## config.mk

```make
export PLATFORM = sky130hd
export DESIGN_NAME = uart_fifo_io_flat
export DESIGN_NICKNAME = d
export VERILOG_FILES = /design/src/rtl/uart_fifo_io_if.sv /design/src/rtl/uart_fifo_io.sv /design/src/flat_wrapper.sv
export SDC_FILE = /design/constraint.sdc
export NUM_CORES = 1
export LEC_CHECK = 0
export ABC_AREA = 0
export CORE_ASPECT_RATIO = 1.75
export CORE_MARGIN = 10
export CORE_UTILIZATION = 50
export DETAILED_ROUTE_END_ITERATION = 6
export GPL_TIMING_DRIVEN = 0
export PLACE_DENSITY = 0.68
export SLEW_MARGIN = 10
export SYNTH_ARGS = -nofsm -noshare
export SYNTH_HDL_FRONTEND = slang
export SYNTH_SLANG_ARGS = --single-unit
```

## constraint.sdc

```tcl
create_clock -name clk -period 5.2 [get_ports clk]
set_input_delay 1.04 -clock clk [delete_from_list [all_inputs] [get_ports clk]]
set_output_delay 1.04 -clock clk [all_outputs]
set_load 0.1 [all_outputs]
```

## src/rtl/uart_fifo_io_if.sv

```systemverilog
// rtl/uart_fifo_io_if.sv - CPU-side register bus bundle for uart_fifo_io
//
// Signals: addr[3:0] register word index, data_in[31:0] write data,
// data_out[31:0] registered read data, MemEn access strobe, MemWen 1=write.
// master: CPU / testbench side. slave: the UART peripheral.
interface uart_fifo_io_if;
    logic [3:0]  addr;
    logic [31:0] data_in;
    logic [31:0] data_out;
    logic        MemEn;
    logic        MemWen;

    modport master (output addr, data_in, MemEn, MemWen, input data_out);
    modport slave  (input addr, data_in, MemEn, MemWen, output data_out);
endinterface

```

## src/rtl/uart_fifo_io.sv

```systemverilog
// rtl/uart_fifo_io.sv - memory-mapped UART with TX/RX FIFOs, runtime divisor, sticky flags, irq
//
// Ports:
//   clk    system clock, posedge
//   rst_n  asynchronous active-low reset
//   bus    uart_fifo_io_if.slave register bus (addr, data_in, data_out, MemEn, MemWen)
//   tx     serial out, idle high
//   rx     serial in, asynchronous to clk
//   busy   tx_busy | rx_busy
//   irq    level interrupt
// Registers: 0 CTRL, 1 DATA, 2 STATUS (W1C flags), 3 DIVISOR.
// Optional feature macro: UART_PARITY_EN adds CTRL[5] par_en, CTRL[6] odd and a parity bit.
module uart_fifo_io #(
    parameter int CLK_DIV_RST = 868,
    parameter int TX_DEPTH    = 8,
    parameter int RX_DEPTH    = 8
) (
    input  logic          clk,
    input  logic          rst_n,
    uart_fifo_io_if.slave bus,
    output logic          tx,
    input  logic          rx,
    output logic          busy,
    output logic          irq
);
    localparam int TAW = $clog2(TX_DEPTH);
    localparam int RAW = $clog2(RX_DEPTH);
    localparam logic [15:0] DIV_RST = 16'(CLK_DIV_RST);

`ifdef UART_PARITY_EN
    typedef enum logic [2:0] {ST_IDLE, ST_START, ST_DATA, ST_PAR, ST_STOP} st_e;
`else
    typedef enum logic [2:0] {ST_IDLE, ST_START, ST_DATA, ST_STOP} st_e;
`endif

    // ---------------- register bus decode ----------------
    logic wr_en, rd_en, wr_ctrl, wr_data, wr_stat, wr_div, rd_data;
    assign wr_en   = bus.MemEn & bus.MemWen;
    assign rd_en   = bus.MemEn & ~bus.MemWen;
    assign wr_ctrl = wr_en && (bus.addr == 4'd0);
    assign wr_data = wr_en && (bus.addr == 4'd1);
    assign wr_stat = wr_en && (bus.addr == 4'd2);
    assign wr_div  = wr_en && (bus.addr == 4'd3);
    assign rd_data = rd_en && (bus.addr == 4'd1);

    logic unused_bits;
    assign unused_bits = ^bus.data_in[31:16];

    logic [6:0]  ctrl_q;
    logic [15:0] div_q;
    logic        rx_ovr_q, frame_err_q, tx_ovr_q, parity_err_q;
    logic [31:0] data_out_q;
    logic [31:0] rd_mux;

    // ---------------- FIFOs ----------------
    logic [7:0]   tx_mem [TX_DEPTH];
    logic [7:0]   rx_mem [RX_DEPTH];
    logic [TAW:0] tx_wp_q, tx_rp_q;
    logic [RAW:0] rx_wp_q, rx_rp_q;
    logic tx_empty, tx_full, rx_empty, rx_full;
    logic tx_push, tx_pop, rx_push, rx_pop;

    assign tx_empty = (tx_wp_q == tx_rp_q);
    assign tx_full  = (tx_wp_q[TAW] != tx_rp_q[TAW]) && (tx_wp_q[TAW-1:0] == tx_rp_q[TAW-1:0]);
    assign rx_empty = (rx_wp_q == rx_rp_q);
    assign rx_full  = (rx_wp_q[RAW] != rx_rp_q[RAW]) && (rx_wp_q[RAW-1:0] == rx_rp_q[RAW-1:0]);

    // ---------------- TX serializer state ----------------
    st_e         tx_st_q;
    logic        tx_q;
    logic [15:0] tx_cnt_q, tx_div_q;
    logic [7:0]  tx_sh_q;
    logic [2:0]  tx_bit_q;
    logic        tx_tick, tx_busy;
`ifdef UART_PARITY_EN
    logic        tx_par_en_q, tx_par_q;
`endif

    assign tx_tick = (tx_cnt_q == tx_div_q - 16'd1);
    assign tx_busy = (tx_st_q != ST_IDLE);
    // Pop from IDLE or at the last cycle of STOP so consecutive frames abut.
    assign tx_pop  = ctrl_q[0] && !tx_empty &&
                     ((tx_st_q == ST_IDLE) || ((tx_st_q == ST_STOP) && tx_tick));
    // A full FIFO still accepts a byte when the serializer pops in the same cycle.
    assign tx_push = wr_data && (!tx_full || tx_pop);

    // ---------------- RX deserializer state ----------------
    st_e         rx_st_q;
    logic        rx_s1_q, rx_s2_q, rx_prev_q;
    logic [15:0] rx_cnt_q, rx_div_q;
    logic [7:0]  rx_sh_q;
    logic [2:0]  rx_bit_q;
    logic        rx_src, rx_fall, rx_tick, rx_busy, rx_done, rx_par_bad;
`ifdef UART_PARITY_EN
    logic        rx_par_en_q, rx_pbad_q;
    assign rx_par_bad = rx_pbad_q;
`else
    assign rx_par_bad = 1'b0;
`endif

    assign rx_src  = ctrl_q[4] ? tx_q : rx_s2_q;
    assign rx_fall = rx_prev_q & ~rx_src;
    assign rx_tick = (rx_cnt_q == rx_div_q - 16'd1);
    assign rx_busy = (rx_st_q != ST_IDLE);
    // rx_done: stop bit sampled high; the byte is good unless parity failed.
    assign rx_done = (rx_st_q == ST_STOP) && rx_tick && rx_src;
    assign rx_pop  = rd_data && !rx_empty;
    assign rx_push = rx_done && !rx_par_bad && (!rx_full || rx_pop);

    // ---------------- register file / flags / read port ----------------
    always_comb begin
        rd_mux = 32'd0;
        case (bus.addr)
            4'd0: rd_mux = {25'd0, ctrl_q};
            4'd1: rd_mux = rx_empty ? 32'd0 : {24'd0, rx_mem[rx_rp_q[RAW-1:0]]};
            4'd2: rd_mux = {22'd0, parity_err_q, tx_ovr_q, frame_err_q, rx_ovr_q,
                            rx_busy, tx_busy, rx_full, rx_empty, tx_empty, tx_full};
            4'd3: rd_mux = {16'd0, div_q};
            default: rd_mux = 32'd0;
        endcase
    end

    always_ff @(posedge clk or negedge rst_n) begin
        if (!rst_n) begin
            ctrl_q       <= 7'd0;
            div_q        <= DIV_RST;
            rx_ovr_q     <= 1'b0;
            frame_err_q  <= 1'b0;
            tx_ovr_q     <= 1'b0;
            parity_err_q <= 1'b0;
            data_out_q   <= 32'd0;
            tx_wp_q      <= '0;
            rx_wp_q      <= '0;
            rx_rp_q      <= '0;
        end else begin
            if (wr_ctrl) begin
`ifdef UART_PARITY_EN
                ctrl_q <= bus.data_in[6:0];
`else
                ctrl_q <= {2'b00, bus.data_in[4:0]};
`endif
            end
            if (wr_div)
                div_q <= (bus.data_in[15:0] < 16'd4) ? 16'd4 : bus.data_in[15:0];
            // Set wins over a simultaneous write-1-to-clear.
            rx_ovr_q     <= (rx_ovr_q & ~(wr_stat & bus.data_in[6])) |
                            (rx_done & !rx_par_bad & rx_full & !rx_pop);
            frame_err_q  <= (frame_err_q & ~(wr_stat & bus.data_in[7])) |
                            ((rx_st_q == ST_STOP) & rx_tick & ~rx_src);
            tx_ovr_q     <= (tx_ovr_q & ~(wr_stat & bus.data_in[8])) |
                            (wr_data & tx_full & !tx_pop);
            parity_err_q <= (parity_err_q & ~(wr_stat & bus.data_in[9])) | (rx_done & rx_par_bad);
            if (tx_push) tx_wp_q <= tx_wp_q + 1'b1;
            if (rx_push) rx_wp_q <= rx_wp_q + 1'b1;
            if (rx_pop)  rx_rp_q <= rx_rp_q + 1'b1;
            if (rd_en)   data_out_q <= rd_mux;
        end
    end

    always_ff @(posedge clk) begin
        if (tx_push) tx_mem[tx_wp_q[TAW-1:0]] <= bus.data_in[7:0];
        if (rx_push) rx_mem[rx_wp_q[RAW-1:0]] <= rx_sh_q;
    end

    // ---------------- TX FSM ----------------
    always_ff @(posedge clk or negedge rst_n) begin
        if (!rst_n) begin
            tx_st_q  <= ST_IDLE;
            tx_q     <= 1'b1;
            tx_cnt_q <= 16'd0;
            tx_div_q <= 16'd4;
            tx_sh_q  <= 8'd0;
            tx_bit_q <= 3'd0;
            tx_rp_q  <= '0;
`ifdef UART_PARITY_EN
            tx_par_en_q <= 1'b0;
            tx_par_q    <= 1'b0;
`endif
        end else if (tx_pop) begin
            // Divisor and framing options are captured per frame.
            tx_st_q  <= ST_START;
            tx_q     <= 1'b0;
            tx_cnt_q <= 16'd0;
            tx_div_q <= div_q;
            tx_sh_q  <= tx_mem[tx_rp_q[TAW-1:0]];
            tx_bit_q <= 3'd0;
            tx_rp_q  <= tx_rp_q + 1'b1;
`ifdef UART_PARITY_EN
            tx_par_en_q <= ctrl_q[5];
            tx_par_q    <= (^tx_mem[tx_rp_q[TAW-1:0]]) ^ ctrl_q[6];
`endif
        end else begin
            case (tx_st_q)
                ST_IDLE: tx_q <= 1'b1;
                ST_START: begin
                    if (tx_tick) begin
                        tx_st_q  <= ST_DATA;
                        tx_cnt_q <= 16'd0;
                        tx_q     <= tx_sh_q[0];
                    end else begin
                        tx_cnt_q <= tx_cnt_q + 16'd1;
                    end
                end
                ST_DATA: begin
                    if (tx_tick) begin
                        tx_cnt_q <= 16'd0;
                        if (tx_bit_q == 3'd7) begin
`ifdef UART_PARITY_EN
                            if (tx_par_en_q) begin
                                tx_st_q <= ST_PAR;
                                tx_q    <= tx_par_q;
                            end else begin
                                tx_st_q <= ST_STOP;
                                tx_q    <= 1'b1;
                            end
`else
                            tx_st_q <= ST_STOP;
                            tx_q    <= 1'b1;
`endif
                        end else begin
                            tx_bit_q <= tx_bit_q + 3'd1;
                            tx_sh_q  <= {1'b0, tx_sh_q[7:1]};
                            tx_q     <= tx_sh_q[1];
                        end
                    end else begin
                        tx_cnt_q <= tx_cnt_q + 16'd1;
                    end
                end
`ifdef UART_PARITY_EN
                ST_PAR: begin
                    if (tx_tick) begin
                        tx_st_q  <= ST_STOP;
                        tx_cnt_q <= 16'd0;
                        tx_q     <= 1'b1;
                    end else begin
                        tx_cnt_q <= tx_cnt_q + 16'd1;
                    end
                end
`endif
                ST_STOP: begin
                    if (tx_tick) begin
                        tx_st_q  <= ST_IDLE;
                        tx_cnt_q <= 16'd0;
                    end else begin
                        tx_cnt_q <= tx_cnt_q + 16'd1;
                    end
                end
                default: begin
                    tx_st_q <= ST_IDLE;
                    tx_q    <= 1'b1;
                end
            endcase
        end
    end

    // ---------------- RX FSM ----------------
    always_ff @(posedge clk or negedge rst_n) begin
        if (!rst_n) begin
            rx_s1_q   <= 1'b1;
            rx_s2_q   <= 1'b1;
            rx_prev_q <= 1'b1;
            rx_st_q   <= ST_IDLE;
            rx_cnt_q  <= 16'd0;
            rx_div_q  <= 16'd4;
            rx_sh_q   <= 8'd0;
            rx_bit_q  <= 3'd0;
`ifdef UART_PARITY_EN
            rx_par_en_q <= 1'b0;
            rx_pbad_q   <= 1'b0;
`endif
        end else begin
            rx_s1_q   <= rx;
            rx_s2_q   <= rx_s1_q;
            rx_prev_q <= rx_src;
            case (rx_st_q)
                ST_IDLE: begin
                    if (ctrl_q[1] && rx_fall) begin
                        rx_st_q  <= ST_START;
                        rx_cnt_q <= 16'd0;
                        rx_div_q <= div_q;
`ifdef UART_PARITY_EN
                        rx_par_en_q <= ctrl_q[5];
                        rx_pbad_q   <= 1'b0;
`endif
                    end
                end
                ST_START: begin
                    // Mid-bit re-check of the start bit; a high level means a glitch.
                    if (rx_cnt_q == (rx_div_q >> 1) - 16'd1) begin
                        rx_cnt_q <= 16'd0;
                        rx_bit_q <= 3'd0;
                        rx_st_q  <= rx_src ? ST_IDLE : ST_DATA;
                    end else begin
                        rx_cnt_q <= rx_cnt_q + 16'd1;
                    end
                end
                ST_DATA: begin
                    if (rx_tick) begin
                        rx_cnt_q <= 16'd0;
                        rx_sh_q  <= {rx_src, rx_sh_q[7:1]};
                        rx_bit_q <= rx_bit_q + 3'd1;
                        if (rx_bit_q == 3'd7) begin
`ifdef UART_PARITY_EN
                            rx_st_q <= rx_par_en_q ? ST_PAR : ST_STOP;
`else
                            rx_st_q <= ST_STOP;
`endif
                        end
                    end else begin
                        rx_cnt_q <= rx_cnt_q + 16'd1;
                    end
                end
`ifdef UART_PARITY_EN
                ST_PAR: begin
                    if (rx_tick) begin
                        rx_cnt_q  <= 16'd0;
                        rx_pbad_q <= rx_src != ((^rx_sh_q) ^ ctrl_q[6]);
                        rx_st_q   <= ST_STOP;
                    end else begin
                        rx_cnt_q <= rx_cnt_q + 16'd1;
                    end
                end
`endif
                ST_STOP: begin
                    if (rx_tick) begin
                        rx_cnt_q <= 16'd0;
                        rx_st_q  <= ST_IDLE;
                    end else begin
                        rx_cnt_q <= rx_cnt_q + 16'd1;
                    end
                end
                default: rx_st_q <= ST_IDLE;
            endcase
        end
    end

    assign bus.data_out = data_out_q;
    assign tx   = tx_q;
    assign busy = tx_busy | rx_busy;
    assign irq  = (ctrl_q[2] & ~rx_empty) | (ctrl_q[3] & tx_empty & ~tx_busy) |
                  (ctrl_q[2] & (rx_ovr_q | frame_err_q | parity_err_q));
endmodule
```

## src/flat_wrapper.sv

```systemverilog
// flat-port wrapper written by rule: the top's interface ports become plain ports
module uart_fifo_io_flat 
#(
    parameter int CLK_DIV_RST = 868,
    parameter int TX_DEPTH    = 8,
    parameter int RX_DEPTH    = 8
)
  (clk, rst_n, tx, rx, busy, irq, bus_addr, bus_data_in, bus_MemEn, bus_MemWen, bus_data_out);
  uart_fifo_io_if bus_i ();
  input  logic clk;
  input  logic rst_n;
  output logic tx;
  input  logic rx;
  output logic busy;
  output logic irq;
  input wire logic [$bits(bus_i.addr)-1:0] bus_addr;
  input wire logic [$bits(bus_i.data_in)-1:0] bus_data_in;
  input wire logic [$bits(bus_i.MemEn)-1:0] bus_MemEn;
  input wire logic [$bits(bus_i.MemWen)-1:0] bus_MemWen;
  output wire logic [$bits(bus_i.data_out)-1:0] bus_data_out;
  assign bus_i.addr = bus_addr;
  assign bus_i.data_in = bus_data_in;
  assign bus_i.MemEn = bus_MemEn;
  assign bus_i.MemWen = bus_MemWen;
  assign bus_data_out = bus_i.data_out;
  uart_fifo_io #(.CLK_DIV_RST(CLK_DIV_RST), .TX_DEPTH(TX_DEPTH), .RX_DEPTH(RX_DEPTH)) u_core (.clk(clk), .rst_n(rst_n), .bus(bus_i), .tx(tx), .rx(rx), .busy(busy), .irq(irq));
endmodule
```

# After elaboration in Yosys (flattened, before gate mapping)
# Memories as Yosys holds them, arrays and structs flattened.
# Index checks and enable logic that the tools add are counted.
[op_classes]
muxes = 44
reduce_logical = 45
add_sub_neg = 11
bitwise_logic = 37
magnitude_cmp = 1
n_eq_ne = 32
[ops]
columns = ["operator", "n"]
rows = [
  ["32-bit case mux with 4 select lines", 1],
  ["16-bit 2-to-1 mux", 7],
  ["16-bit == test", 3],
  ["3-bit 2-to-1 mux", 16],
  ["16-bit case mux with 3 select lines", 1],
  ["8-bit 2-to-1 mux", 5],
  ["16-bit by 1-bit adder with 16-bit output (second input constant)", 2],
  ["16-bit by 1-bit subtractor with 16-bit output (second input constant)", 2],
  ["3-bit case mux with 4 select lines", 2],
  ["1-bit bitwise AND", 21],
  ["4-bit by 1-bit adder with 4-bit output (second input constant)", 4],
  ["1-bit logical AND", 16],
  ["16-bit by 3-bit < comparator with 1-bit output (second input constant)", 1],
  ["2-bit by 1-bit inequality test with 1-bit output (second input constant)", 8],
  ["15-bit by 1-bit subtractor with 16-bit output (second input constant)", 1],
  ["3-bit by 2-bit == test with 1-bit output (second input constant)", 4],
  ["3-bit by 1-bit inequality test with 1-bit output (second input constant)", 4],
  ["5-bit AND reduction", 2],
  ["1-bit 2-to-1 mux", 9],
  ["3-bit AND reduction", 3],
  ["3-bit nonzero test", 3],
  ["4-bit by 2-bit == test with 1-bit output (second input constant)", 2],
  ["4-bit == test", 2],
  ["1-bit inverter", 8],
  ["18 further kinds", 43],
]
[totals]
mem_bits_rw = 128
ff_bits = 169
in_bits = 41
output_inout_bits = 35
memories = 2
wordCells = 197
[mem_list]
columns = ["memory", "words", "word_bits", "rd", "rd_clocked_by_memory_dff", "write_ports", "line", "text"]
rows = [
  ["u_core.rx_mem", 8, 8, 1, 0, 1, "uart_fifo_io.sv:57", "logic [7:0] rx_mem [RX_DEPTH];"],
  ["u_core.tx_mem", 8, 8, 1, 0, 1, "uart_fifo_io.sv:56", "logic [7:0] tx_mem [TX_DEPTH];"],
]

# Logic depth before layout (Yosys ltp)
# Gate-level depths: netlist (run 1).
[logic_depth]
depth_word = 9
mapped_depth = 13
ltp_nobuf = 10

# Worst setup path before layout (run 1)
# Ideal clock, no wire load.
[synth_path]
kind = "register to output"
from = "register u_core.tx_rp_q[0]"
to = "output port irq"
setup_slack_ps = 847
t_required_ps = 4160
arrival_ps = 3313
path_stages_with_launch = 5
n_path_buf = 1
cell_sequence = "dfrtp_1 clkbuf_1 xnor2_1 nand4_1 o21ai_0"
[synth_between]
elab_chain_cells = 5
[synth_rtl]
columns = ["item", "line", "text"]
rows = [
  ["start, declared", "uart_fifo_io.sv:58", "logic [TAW:0] tx_wp_q, tx_rp_q;"],
  ["start signal, assigned", "uart_fifo_io.sv:187", "tx_rp_q <= tx_rp_q + 1'b1;"],
  ["4-bit == test", "uart_fifo_io.sv:63", "assign tx_empty = (tx_wp_q == tx_rp_q);"],
  ["1-bit bitwise AND (2 in a row)", "uart_fifo_io.sv:340", "assign irq = (ctrl_q[2] & ~rx_empty) | (ctrl_q[3] & tx_empty & ~tx_busy) |"],
  ["1-bit OR (2 in a row)", "uart_fifo_io.sv:340", ""],
  ["end, declared", "flat_wrapper.sv:15", "output logic irq;"],
]
# No other way between the ends.

# Worst setup path in the final report (run 1)
[layout_path]
from = "register u_core.rx_rp_q[0]"
to = "output port irq"
[layout_between]
elab_chain_cells = 5
[layout_rtl]
columns = ["item", "line", "text"]
rows = [
  ["start, declared", "uart_fifo_io.sv:59", "logic [RAW:0] rx_wp_q, rx_rp_q;"],
  ["start signal, assigned", "uart_fifo_io.sv:155", "if (rx_pop) rx_rp_q <= rx_rp_q + 1'b1;"],
  ["4-bit == test", "uart_fifo_io.sv:65", "assign rx_empty = (rx_wp_q == rx_rp_q);"],
  ["1-bit inverter", "uart_fifo_io.sv:340", ""],
  ["1-bit bitwise AND", "uart_fifo_io.sv:340", ""],
  ["1-bit OR (2 in a row)", "uart_fifo_io.sv:340", ""],
]
# No other way between the ends.

==> results.json, run 1 <==
{
  "status": "finished, final reports clean",
  "cts_tree": "done",
  "finClkSkew_ps": 13.6,
  "synth_area_leaders": "edfxtp_1 (27%), dfrtp_1 (25%), mux4_2 (5.1%), mux2_2 (3.7%), nand2_1 (3.5%)",
  "synth_top_area_share_pct": 27.3,
  "syn_avg_cell_area_um2": 12.1,
  "p_clk_share_pct": 24.9,
  "drv_slew": 0,
  "crit_arrival_ps": 3580,
  "slowest_delay_ps": 1020,
  "crit_required_ps": 4160,
  "critPathKind": "flip-flop to output pin",
  "viasPerCell": 5.78,
  "final_nets": 1322,
  "synth_common_cells": "dfrtp_1 (140), nand2_1 (130), edfxtp_1 (128)",
  "antenna_cells": 0,
  "hold_buffers": 0,
  "cts.clk_slew.worst_paths_ps": 70,
  "initial_core_util_pct": 50.5,
  "ys.flop_type": "dfrtp_1",
  "reg2reg_from": "u_core.rx_div_q[2]",
  "synthCells": 1165,
  "ys_async_sr_fraction_pct": 54.1,
  "fin_crit_ps": 4620,
  "port_buffers": 42,
  "cts_buffers": 26,
  "r2r-end": "u_core.rx_mem[0][1]",
  "hp-class": "input pin to asynchronous set/reset pin",
  "drtIter0Drc": 667,
  "fin_crit_sh_pct": 88.8,
  "antenna_found_initial": 0,
  "ys_seq_area_share_pct": 54.2,
  "rows": 81,
  "reg2reg_depth": 11,
  "core_area_um2": 27900,
  "pin_count": 76,
  "met1_length_mm": 12.9,
  "cts_buffer_depth": 3,
  "die_area_um2": 35500,
  "cp-start-kind": "flip-flop",
  "cts_setup_buffers": 0,
  "grt_use_total_pct": 19.0,
  "drt-wirelength-per-cell_um": 20.6,
  "syn_to_final_growth_pct": 13.9,
  "final.setup.tns_ps": 0,
  "rsz0062_at_grt": "false",
  "dp_hpwl_mm": 25.0,
  "cts-root-buf": "clkbuf_16",
  "detail-route-antenna-nets": 0,
  "cp-end-kind": "output pin",
  "hold_viol": 0,
  "wl_met3_mm": 1.17,
  "drc": 0,
  "dr.max_layer_used": "met4",
  "drv_cap": 0,
  "place_ws_ps": 830,
  "cts_resized": 0,
  "routed_wl_mm": 34.1,
  "setup_viol": 0,
  "yosysMostFrequentCell": "dfrtp_1",
  "critPathMaxFanout": 10,
  "yosysTopAreaCell": "edfxtp_1",
  "grt_max_degree": 110,
  "p_sw_share_pct": 39.0,
  "die_h_um": 242,
  "cts.sinks": 279,
  "path_cells": "clkbuf_1, xor2_1, nor3_1, nand2_1, o41ai_1, o21ai_0, clkdlybuf4s50_1",
  "dr.pass1.iters": 5,
  "p_int_uw": 4860,
  "p_per_area_nw_per_um2": 497,
  "relSlewSlack_pct": 21.7,
  "synth_edf_count": 128,
  "slowest_stage": "clkdlybuf4s50_1",
  "yosysUniqueCellTypes": 82,
  "die_x_um": 147,
  "combinationalPowerShare_pct": 39.2,
  "seqPwrFrac_pct": 35.9,
  "dr_total_vias": 9544,
  "yosys_warnings": 0,
  "max_freq_mhz": 217,
  "reg2reg_slack_ps": 840,
  "clk_latency_ps": 560,
  "p_sw_uw": 3110,
  "max_slew.worst_pin.slew_ps": 1170,
  "finalWorstSetupSlack_ps": 582,
  "syn_area_um2": 14100,
  "synth_seq_cells": 279,
  "wl_met2_mm": 18.7,
  "power.static_leakage_uw": 0.00641,
  "layout-drive-gt1-share_pct": 15.5,
  "vdd_ir_drop_max_mv": 0.342,
  "grt_pass1_wl_mm": 54.3,
  "grt_overflow": 0,
  "htree_num_levels": 1,
  "grt_pass1_vias": 9718,
  "gp_congestion": 0.909
}
cell usage in the layout, fill, tap and decap left out, drive strengths merged, types with 21 or more instances in the layout:
cell / Yosys / layout
mux2: 46 / 46
edfxtp: 128 / 128
nor2: 49 / 49
dfrtp: 140 / 140
inv: 30 / 30
nor3: 24 / 24
clkdlybuf4s50: 0 / 41
nand2: 130 / 130
buf: 36 / 44
xor2: 42 / 42
ha: 24 / 24
and3: 21 / 21
mux2i: 38 / 38
xnor2: 51 / 51
mux4: 32 / 32
nand3: 30 / 30
clkbuf: 51 / 81
o21ai: 36 / 36
worst max path at each step:
stage,from,slack [ps],end,cells after the start
finish,u_core.rx_rp_q[0],580,irq,7
global placement,rst_n,-3270,u_core.tx_sh_q[5],1
global route,u_core.tx_rp_q[0],360,irq,5
detailed placement,u_core.rx_div_q[2],830,u_core.rx_mem[4][2],11
floorplan,u_core.tx_rp_q[0],850,irq,4
CTS,u_core.tx_rp_q[0],540,irq,5
logic make-up after synthesis:
kind of cell	synth area share, %
flops	54.2
fa+ha+maj	2.13
simple gates	13.6
other cells	0.0266
buf+inv	3.75
compound gates	8.86
xor+xnor	5.95
mux	11.5
cell type report:
class                           count  area [um2]
Clock buffer                       30         696
Buffer                             87         415
Tap cell                          373         467
Inverter                           30         113
Clock inverter                     18         200
Multi-Input combinational cell    784        6020
Timing Repair Buffer               49         490
Sequential cell                   279        7640
Fill cell                        2295       11800
critical path, delay by kind of cell (launching register included):
family / cells / cell delay, ps
xor+xnor: 1 / 140
buf+inv: 2 / 1670
simple gates: 2 / 390
compound gates: 2 / 450
flops: 1 / 370
layer usage:
metal  global-route usage [%]  vias to the layer above
li1                         -                     4478
met1                     20.7                     4785
met2                     35.5                      205
met3                     2.43                       76
met4                     8.33                        0
met5                        0                        -
state kept, by name, summed over array words and instances, names as in the netlist, 2 cells and up:
name and flops:
u_core.rx_mem 64, u_core.tx_mem 64, u_core.bus.data_out 16, u_core.div_q 16
u_core.rx_cnt_q 16, u_core.rx_div_q 16, u_core.tx_cnt_q 16, u_core.tx_div_q 16
u_core.rx_sh_q 8, u_core.tx_sh_q 8, u_core.ctrl_q 5, u_core.rx_rp_q 4
u_core.rx_wp_q 4, u_core.tx_rp_q 4, u_core.tx_wp_q 4, u_core.rx_bit_q 3
u_core.tx_bit_q 3, u_core.rx_st_q 2, u_core.tx_st_q 2
power by group through the flow:
stage | Clock (uW) | Sequential, uW | Combinational [uW]
global route | 2110 | 2890 | 3400
global placement | 0 | 2890 | 3020
CTS | 2030 | 2850 | 3110
floorplan | 0 | 2870 | 2290
finish | 1990 | 2860 | 3120
detailed placement | 0 | 2890 | 3090
metrics by stage:
| step | cells | total power (uW) | area [um2] | util [%] | hold slack (ps) |
|---|---|---|---|---|---|
| 2_1_floorplan | 1180 | 5150 | 14100 | - | 345 |
| 3_3_place_gp | 1595 | 5900 | 15000 | 53.9 | 347 |
| 3_5_place_dp | 1602 | 5980 | 15100 | 54.3 | 347 |
| 4_1_cts | 1650 | 7980 | 16000 | 57.5 | 358 |
| 5_1_grt | 1650 | 8400 | 16000 | 57.5 | 362 |
| 6_report | 1650 | 7970 | 16000 | 57.5 | 358 |
(Power assumes the default switching activity.)
==> run 2, diff against run 1 <==
- clock period: 5.2 -> 4.64 ns (I/O delays scaled with it)
==> results.json, run 2 (synthesis results as in run 1) <==
{
  "max_freq_mhz": 228,
  "cts.clk_slew.worst_paths_ps": 60,
  "die_h_um": 242,
  "cts-root-buf": "clkbuf_16",
  "rsz0062_at_grt": "true",
  "final_cell_mix": "dfrtp_1 (140), nand2_1 (130), edfxtp_1 (128)",
  "rows": 81,
  "final.setup.tns_ps": 0,
  "final_cell_area_um2": 16000,
  "drt-wirelength-per-cell_um": 20.8,
  "htree_num_levels": 1,
  "placed_cell_area_um2": 15100,
  "gp_congestion": 0.909,
  "timing.hold.ws_ps": 251,
  "hold_buffers": 0,
  "drv_slew": 0,
  "viasPerCell": 5.80,
  "critPathMaxFanout": 8,
  "initial_core_util_pct": 50.5,
  "syn_to_final_growth_pct": 14.0,
  "cp-end-kind": "flip-flop",
  "cp-start-kind": "flip-flop",
  "antenna_cells": 0,
  "layout-drive-gt1-share_pct": 15.7,
  "detail-route-antenna-nets": 0,
  "cts_buffers": 26,
  "drv_cap": 0,
  "routed_wl_mm": 34.3,
  "slowest_stage": "nor2_1",
  "die_area_um2": 35500,
  "power.static_leakage_uw": 0.00639,
  "grt_use_total_pct": 19.0,
  "drtIter0Drc": 719,
  "fin_crit_ps": 4380,
  "p_per_area_nw_per_um2": 557,
  "antenna_found_initial": 0,
  "path_cells": "clkbuf_1, inv_1, ha_1, nor4b_1, nand4_1, xnor2_1, a211oi_1, nand4_2, nor4b_4, nand2_1, nor2_1",
  "port_buffers": 42,
  "dr.pass1.iters": 5,
  "pin_count": 76,
  "cts_buffer_depth": 3,
  "finClkSkew_ps": 15.5,
  "clk_latency_ps": 560,
  "final_nets": 1322,
  "die_x_um": 147,
  "core_area_um2": 27900,
  "grt_pass1_wl_mm": 54.3,
  "dr_total_vias": 9569,
  "cts.sinks": 279,
  "power.total_uw": 8930,
  "hp-class": "input pin to asynchronous set/reset pin",
  "hold_viol": 0,
  "critPathKind": "flip-flop to flip-flop",
  "dp_hpwl_mm": 25.0,
  "status": "finished, final reports clean",
  "slowest_delay_ps": 740,
  "grt_pass1_vias": 9718,
  "finalWorstSetupSlack_ps": 259,
  "mostFrequentLayoutCell": "dfrtp_1",
  "fin_crit_sh_pct": 94.4,
  "cts_tree": "done",
  "grt_overflow": 0,
  "max_slew.worst_pin.slew_ps": 1060,
  "setup_viol": 0,
  "drc": 0,
  "vdd_ir_drop_max_mv": 0.383,
  "grt_max_degree": 110,
  "crit_required_ps": 4820,
  "relSlewSlack_pct": 29.2,
  "place_ws_ps": 270,
  "crit_arrival_ps": 4560
}
[run 2: report_power, final]
part | leakage [uW] | switching [uW] | internal (uW)
Clock | 0.000429 | 974 | 1250
Combinational | 0.00280 | 2180 | 1320
Sequential | 0.00316 | 334 | 2870
[run 2: critical path, delay by kind of cell (launching register included)]
kind / cells / cell delay [ps]
AO/OA/AOI/OAI: 1 / 330
XOR/XNOR: 1 / 250
adder cells (fa/ha/maj): 1 / 310
buffers and inverters: 2 / 260
flip-flops: 1 / 360
AND/OR/NAND/NOR: 6 / 2480
[run 2: final cells by class]
cell class | instances | area (um2)
multi-input cells | 784 | 6030
plain buffers | 87 | 415
repair buffers | 49 | 493
fillers | 2292 | 11800
clock inverters | 18 | 200
flip-flops and latches | 279 | 7640
well taps | 373 | 467
clock buffers | 30 | 696
inverters | 30 | 113
[run 2: repair_timing]
| item | CTS | global route |
|---|---|---|
| resized for setup | 0 | 4 |
| buffers inserted | 0 | 0 |
| endpoints found under the setup margin | 0 | 41 |
[run 2: through the flow]
stage | utilization, % | instances
final | 57.6 | 1650
after global routing | 57.6 | 1650
after CTS | 57.5 | 1650
after detailed placement | 54.3 | 1602
after global placement | 53.9 | 1595
after floorplan | - | 1180
[run 2: path summary, 6_finish.rpt]
| path | startpoint | to | slack (ps) | cells after the start |
|---|---|---|---|---|
| max in group asynchronous | rst_n | u_core.bus.data_out[3] | 3490 | 2 |
| worst max-delay path | u_core.rx_div_q[2] | u_core.rx_mem[5][3] | 260 | 11 |
| worst min register to register | u_core.rx_s1_q | u_core.rx_s2_q | 360 | 0 |
| worst min-delay path | rst_n | u_core.rx_cnt_q[11] | 250 | 1 |
| worst max register to register | u_core.rx_div_q[2] | u_core.rx_mem[5][3] | 260 | 11 |
| min in group clk | u_core.rx_s1_q | u_core.rx_s2_q | 360 | 0 |
[run 2: routing by layer]
metal	GRT usage, %	vias up	wire length [um]
met4	8.33	0	1330
met2	35.5	243	18800
met1	20.7	4779	12800
met5	0	-	0
met3	2.43	74	1340
li1	-	4473	-
